`config.mk`:
```
export PLATFORM = sky130hd
export DESIGN_NAME = servant_serdes
export DESIGN_NICKNAME = d
export VERILOG_FILES = /design/src/rtl/servant_serdes.sv
export SDC_FILE = /design/constraint.sdc
export NUM_CORES = 1
export LEC_CHECK = 0
export CORE_ASPECT_RATIO = 0.5
export CORE_MARGIN = 2
export CORE_UTILIZATION = 35
export DETAILED_ROUTE_END_ITERATION = 6
export PLACE_DENSITY = 0.62
export RECOVER_POWER = 100
export SETUP_SLACK_MARGIN = 0.02
export SLEW_MARGIN = 10
export SYNTH_ARGS = -nofsm -noshare
export SYNTH_HDL_FRONTEND = slang
export SYNTH_SLANG_ARGS = --single-unit
```
`constraint.sdc`:
```
create_clock -name wb_clk -period 3.7 [get_ports wb_clk]
set_input_delay 1.11 -clock wb_clk [delete_from_list [all_inputs] [get_ports wb_clk]]
set_output_delay 1.11 -clock wb_clk [all_outputs]
set_load 0.02 [all_outputs]
```
`src/rtl/servant_serdes.sv`:
```
// Serial framed word transceiver: start bit, WIDTH data bits, stop bit, one bit per wb_clk.
// The TX path shifts words onto o_data. The RX path assembles words from i_data into a first-word-fall-through FIFO.
module servant_serdes #(
    parameter int WIDTH     = 32,
    parameter int DEPTH     = 4,
    parameter bit LSB_FIRST = 1
) (
    input  logic             wb_clk,
    input  logic             wb_rst_n,
    input  logic             i_data,
    output logic             o_data,
    input  logic [WIDTH-1:0] i_tx_dat,
    input  logic             i_tx_valid,
    output logic             o_tx_ready,
    output logic [WIDTH-1:0] o_rx_dat,
    output logic             o_rx_valid,
    input  logic             i_rx_ready,
    output logic             o_overflow,
    output logic             o_frame_err,
    input  logic             i_clr_err
);

    localparam int CW = $clog2(WIDTH + 1);
    localparam int AW = $clog2(DEPTH);
    localparam logic [CW-1:0] CNT_LAST = CW'(WIDTH - 1);
    localparam logic [CW-1:0] CNT_FULL = CW'(WIDTH);

    // state    | meaning
    // TX_IDLE  | line high, ready for a word
    // TX_START | start bit on line
    // TX_DATA  | data bits on line
    // TX_STOP  | stop bit on line, may accept next word
    typedef enum logic [1:0] {TX_IDLE, TX_START, TX_DATA, TX_STOP} tx_state_t;
    // RX_IDLE  | hunting for start bit
    // RX_DATA  | sampling data bits
    // RX_STOP  | checking stop bit
    // RX_BREAK | line stuck low, wait for a 1
    typedef enum logic [1:0] {RX_IDLE, RX_DATA, RX_STOP, RX_BREAK} rx_state_t;

    tx_state_t        tx_state;
    logic [WIDTH-1:0] tx_shift;
    logic [CW-1:0]    tx_cnt;
    logic             tx_accept;
    logic             tx_bit;
    logic [WIDTH-1:0] tx_shifted;

    assign tx_accept  = i_tx_valid && o_tx_ready;
    assign tx_bit     = LSB_FIRST ? tx_shift[0] : tx_shift[WIDTH-1];
    assign tx_shifted = LSB_FIRST ? (tx_shift >> 1) : (tx_shift << 1);

    always_ff @(posedge wb_clk or negedge wb_rst_n) begin
        if (!wb_rst_n) begin
            tx_state   <= TX_IDLE;
            tx_shift   <= '0;
            tx_cnt     <= '0;
            o_data     <= 1'b1;
            o_tx_ready <= 1'b1;
        end else begin
            case (tx_state)
                TX_IDLE, TX_STOP: begin
                    if (tx_accept) begin
                        tx_shift   <= i_tx_dat;
                        o_data     <= 1'b0;
                        o_tx_ready <= 1'b0;
                        tx_state   <= TX_START;
                    end else begin
                        o_data     <= 1'b1;
                        o_tx_ready <= 1'b1;
                        tx_state   <= TX_IDLE;
                    end
                end
                TX_START: begin
                    o_data   <= tx_bit;
                    tx_shift <= tx_shifted;
                    tx_cnt   <= CW'(1);
                    tx_state <= TX_DATA;
                end
                default: begin
                    if (tx_cnt == CNT_FULL) begin
                        o_data     <= 1'b1;
                        o_tx_ready <= 1'b1;
                        tx_state   <= TX_STOP;
                    end else begin
                        o_data   <= tx_bit;
                        tx_shift <= tx_shifted;
                        tx_cnt   <= tx_cnt + CW'(1);
                    end
                end
            endcase
        end
    end

    rx_state_t        rx_state;
    logic [WIDTH-1:0] rx_shift;
    logic [CW-1:0]    rx_cnt;
    logic [WIDTH-1:0] rx_shift_in;
    logic             rx_push;
    logic             rx_bad_stop;

    assign rx_shift_in = LSB_FIRST ? {i_data, rx_shift[WIDTH-1:1]} : {rx_shift[WIDTH-2:0], i_data};
    assign rx_push     = (rx_state == RX_STOP) && i_data;
    assign rx_bad_stop = (rx_state == RX_STOP) && !i_data;

    always_ff @(posedge wb_clk or negedge wb_rst_n) begin
        if (!wb_rst_n) begin
            rx_state <= RX_BREAK;
            rx_shift <= '0;
            rx_cnt   <= '0;
        end else begin
            case (rx_state)
                RX_IDLE: begin
                    if (!i_data) begin
                        rx_cnt   <= '0;
                        rx_state <= RX_DATA;
                    end
                end
                RX_DATA: begin
                    rx_shift <= rx_shift_in;
                    rx_cnt   <= rx_cnt + CW'(1);
                    if (rx_cnt == CNT_LAST) rx_state <= RX_STOP;
                end
                RX_STOP:  rx_state <= i_data ? RX_IDLE : RX_BREAK;
                default:  if (i_data) rx_state <= RX_IDLE;
            endcase
        end
    end

    logic [WIDTH-1:0] mem [DEPTH];
    logic [AW:0]      wptr, rptr;
    logic             empty, full, pop, do_push;

    assign empty   = (wptr == rptr);
    assign full    = (wptr[AW] != rptr[AW]) && (wptr[AW-1:0] == rptr[AW-1:0]);
    assign pop     = !empty && i_rx_ready;
    assign do_push = rx_push && (!full || pop);

    assign o_rx_valid = !empty;
    assign o_rx_dat   = empty ? '0 : mem[rptr[AW-1:0]];

    always_ff @(posedge wb_clk) begin
        if (do_push) mem[wptr[AW-1:0]] <= rx_shift;
    end

    always_ff @(posedge wb_clk or negedge wb_rst_n) begin
        if (!wb_rst_n) begin
            wptr        <= '0;
            rptr        <= '0;
            o_overflow  <= 1'b0;
            o_frame_err <= 1'b0;
        end else begin
            if (do_push) wptr <= wptr + 1'b1;
            if (pop)     rptr <= rptr + 1'b1;
            // A set event in the same cycle as a clear takes priority.
            if (rx_push && full && !pop) o_overflow <= 1'b1;
            else if (i_clr_err)          o_overflow <= 1'b0;
            if (rx_bad_stop)             o_frame_err <= 1'b1;
            else if (i_clr_err)          o_frame_err <= 1'b0;
        end
    end

endmodule

```
==> results_dict.tcl <==
set metrics [dict create \
    status "finished, violations left" \
    failed_checks "capacitance limit, slew limit" \
    rows 41 \
    die_area_um2 27700 \
    rrSetupSlack_ns 0.49 \
    grt_max_degree 54 \
    vias 5045 \
    reg2reg_to "tx_shift[11]" \
    yosys_warnings 0 \
    clkLatencyLatePin_ns 0.51 \
    tightest_slew_ns 1.58 \
    synth_seq_cells 218 \
    final.fill_count 2366 \
    relSlewSlack -0.0562 \
    cp-startpoint "rptr[0]" \
    path_class "register to output pin" \
    num_antenna_cells 0 \
    clockBufferDepth 3 \
    clock-root-buffer "clkbuf_16" \
    floorplan.initialDensity 0.361 \
    fin_nets 729 \
    max-vdd-ir-drop_v 0.000271 \
    min_period_over_period 0.966 \
    max_cap_violations 1 \
    drt_wl_total_mm 17.4 \
    p_leak_uw 0.00409 \
    grt_usage 0.132 \
    drcViolationCount 0 \
    ff2ff_path_depth 7 \
    cp-start-kind "register" \
    ant_nets 0 \
    endpoint_kind "output pin" \
    timing.rr.start "tx_state[0]" \
    whs_ns 0.487 \
    io_pins 75 \
    worstPathMaxFanout 8 \
    rsz0062_at_grt "true" \
    fin_tns_setup_ns 0 \
    clkTransAtPathRegs_ns 0.06 \
    first_iter_violations 410 \
    cts_hold_buf 0 \
    syn_area_per_cell_um2 15.5 \
    final_layout_size_suffix_gt1_frac 0.165 \
    netlist_area_um2 9210 \
    numCtsBuffers 21 \
    gp_congestion 0.723 \
    cp_cell_sequence "clkbuf_4 -> mux4_2 -> nor2b_1 -> clkdlybuf4s50_1" \
    p_per_area_nw_per_um2 798 \
    grt_pass1_wl_mm 28.7 \
    synthCells 594 \
    detail_route.first_pass.iterations 4 \
    dp_hpwl_mm 10.8 \
    whs_path_depth 1 \
    die_h_um 119 \
    io_buffers 74 \
    wire_per_inst_um 16.7 \
    syn_to_final_growth_pct 18.1 \
    h-tree-depth 1 \
    worst_clock_skew_ns 0.0107 \
    cts_tree "done" \
    hp-class "register to register" \
    core_area_um2 25500 \
    critPathCapture "o_rx_dat[9]" \
    setup_viol 0 \
    max_clock_freq_mhz 280 \
    grt_pass1_vias 5258 \
    synthDistinctLibCells 51 \
    synth_nets 642 \
    drv_slew 38 \
    vias_per_cell 4.85 \
    hold_violations 0 \
    antenna_found_initial 0 \
    worstPathArrival_ns 2.46 \
    crit_slowest_cell "mux4_2" \
    synth-seq-area-share 0.662 \
    numClockSinks 218 \
    layout_min_cycle_time_ns 3.57 \
    slowest_delay_ns 0.55 \
    die_x_um 233 \
    grt_overflow 0 \
    required_ns 2.59 \
]
==> layout by cell type (no fill, tap or decap), types with 4 or more instances in the layout <==
cell | synthesis | routed
clkbuf_16 | 0 | 21
nand2b_1 | 5 | 5
a31oi_1 | 4 | 4
nand3_1 | 4 | 4
nand2_1 | 105 | 105
clkbuf_1 | 12 | 23
o21ai_0 | 12 | 12
inv_1 | 16 | 16
dfrtp_1 | 86 | 85
nor2b_1 | 34 | 33
xnor2_1 | 5 | 5
ha_1 | 10 | 10
nor2_1 | 4 | 5
edfxtp_1 | 128 | 128
dlygate4sd3_1 | 0 | 6
mux2_1 | 0 | 28
mux2_2 | 33 | 33
mux4_2 | 32 | 32
clkdlybuf4s50_1 | 0 | 62
==> logic make-up after synthesis <==
kind of cell | count (synthesis) | share of synthesized area
AO/OA/AOI/OAI | 42 | 0.0326
XOR/XNOR | 8 | 0.00761
adder cells (fa/ha/maj) | 10 | 0.0136
buffers and inverters | 47 | 0.0258
flip-flops | 218 | 0.662
multiplexers | 97 | 0.169
AND/OR/NAND/NOR | 172 | 0.0888
==> worst max-delay path, delay by kind of cell, from the launching register on <==
| family | cells | cell delay, ns |
|---|---|---|
| buffers and inverters | 2 | 0.80 |
| DFF | 1 | 0.46 |
| muxes | 1 | 0.55 |
| and+or+nand+nor | 1 | 0.15 |
==> state kept, by name, summed over array words and instances (netlist names) <==
signal       cells
mem            128
o_data           1
o_frame_err      1
o_overflow       1
o_tx_ready       1
rptr             3
rx_cnt           6
rx_shift        32
rx_state         2
tx_cnt           6
tx_shift        32
tx_state         2
wptr             3
==> routing by layer <==
layer | wire, µm | global-route usage | vias to the layer above
li1 | - | - | 2343
met1 | 7830 | 0.177 | 2620
met2 | 8630 | 0.218 | 61
met3 | 643 | 0.0297 | 21
met4 | 278 | 0.0324 | 0
met5 | 0 | 0 | -
==> report_power, final <==
| group | internal (µW) | total, µW | switching, µW |
|---|---|---|---|
| Combinational | 1710 | 3350 | 1640 |
| Sequential | 3030 | 3350 | 317 |
| Clock | 1080 | 1990 | 905 |
| Total | 5830 | 8690 | 2860 |
==> final cells by class <==
type / count / area [µm²] / share of cell area
Tap cell: 344 / 430 / 0.0396
Clock inverter: 9 / 62.6 / 0.00575
Clock buffer: 29 / 566 / 0.0520
Sequential cell: 218 / 6100 / 0.561
Timing Repair Buffer: 95 / 857 / 0.0788
Inverter: 16 / 60.1 / 0.00552
Multi-Input combinational cell: 329 / 2800 / 0.258
==> how the worst min path moves through the flow <==
| stage | start | endpoint | slack (ns) |
|---|---|---|---|
| 6_report | tx_shift[15] | tx_shift[15] | 0.49 |
| 3_5_place_dp | o_frame_err | o_frame_err | 0.48 |
| 2_1_floorplan | rx_shift[0] | mem[0][0] | 0.48 |
| 5_1_grt | tx_shift[4] | tx_shift[4] | 0.50 |
| 3_3_place_gp | o_frame_err | o_frame_err | 0.49 |
| 4_1_cts | tx_shift[12] | tx_shift[12] | 0.51 |
==> repair_timing <==
action / 4_1_cts / 5_1_grt
resized for setup: 0 / 8
endpoints found under the hold margin: 0 / 0
setup endpoints to repair: 0 / 15
buffers inserted: 0 / 0
==> stage by stage <==
stage	cells	util	setup WS, ns	power (µW)	cell area, µm²
finish	1040	0.426	0.126	8690	10900
global route	1040	0.426	0.0116	9220	10900
CTS	1040	0.433	0.0602	9270	11100
detailed placement	1002	0.408	0.534	7230	10400
global placement	1002	0.408	0.555	7170	10400
floorplan	594	-	0.719	6060	9220
==> Yosys cell counts (all sizes together) <==
cell       n  area (µm²)
a211oi     2        15.0
nor3b      2        15.0
o22ai      3        18.8
nor2       5        21.3
a211o      1        8.76
a21o       1        7.51
nand3      4        20.0
inv       16        60.1
nor4       2        12.5
buf       19         133
nand3b     1        7.51
nor2b     34         213
a32o       2        20.0
mux2i      3        30.0
edfxtp   128        3840
nand4bb    1        11.3
a311oi     1        8.76
and4bb     1        12.5
xor2       3        26.3
o2bb2ai    1        8.76
o211ai     3        22.5
nand2    105         394
mux2      62         807
a31oi      5        46.3
ha        10         125
mux4      32         721
or4        1        7.51
dfrtp     86        2150
or3        1        6.26
dfstp      4         105
o21ai     12        60.1
nand4      3        18.8
a221oi     1        8.76
xnor2      5        43.8
nand2b     5        31.3
a41oi      1        8.76
and2       3        18.8
o311ai     3        26.3
and4       1        8.76
clkbuf    12        45.0
a21boi     1        7.51
a21oi      2        10.0
o31ai      3        22.5
nor3       3        20.0
No activity file was read; power rests on OpenSTA's default activity.
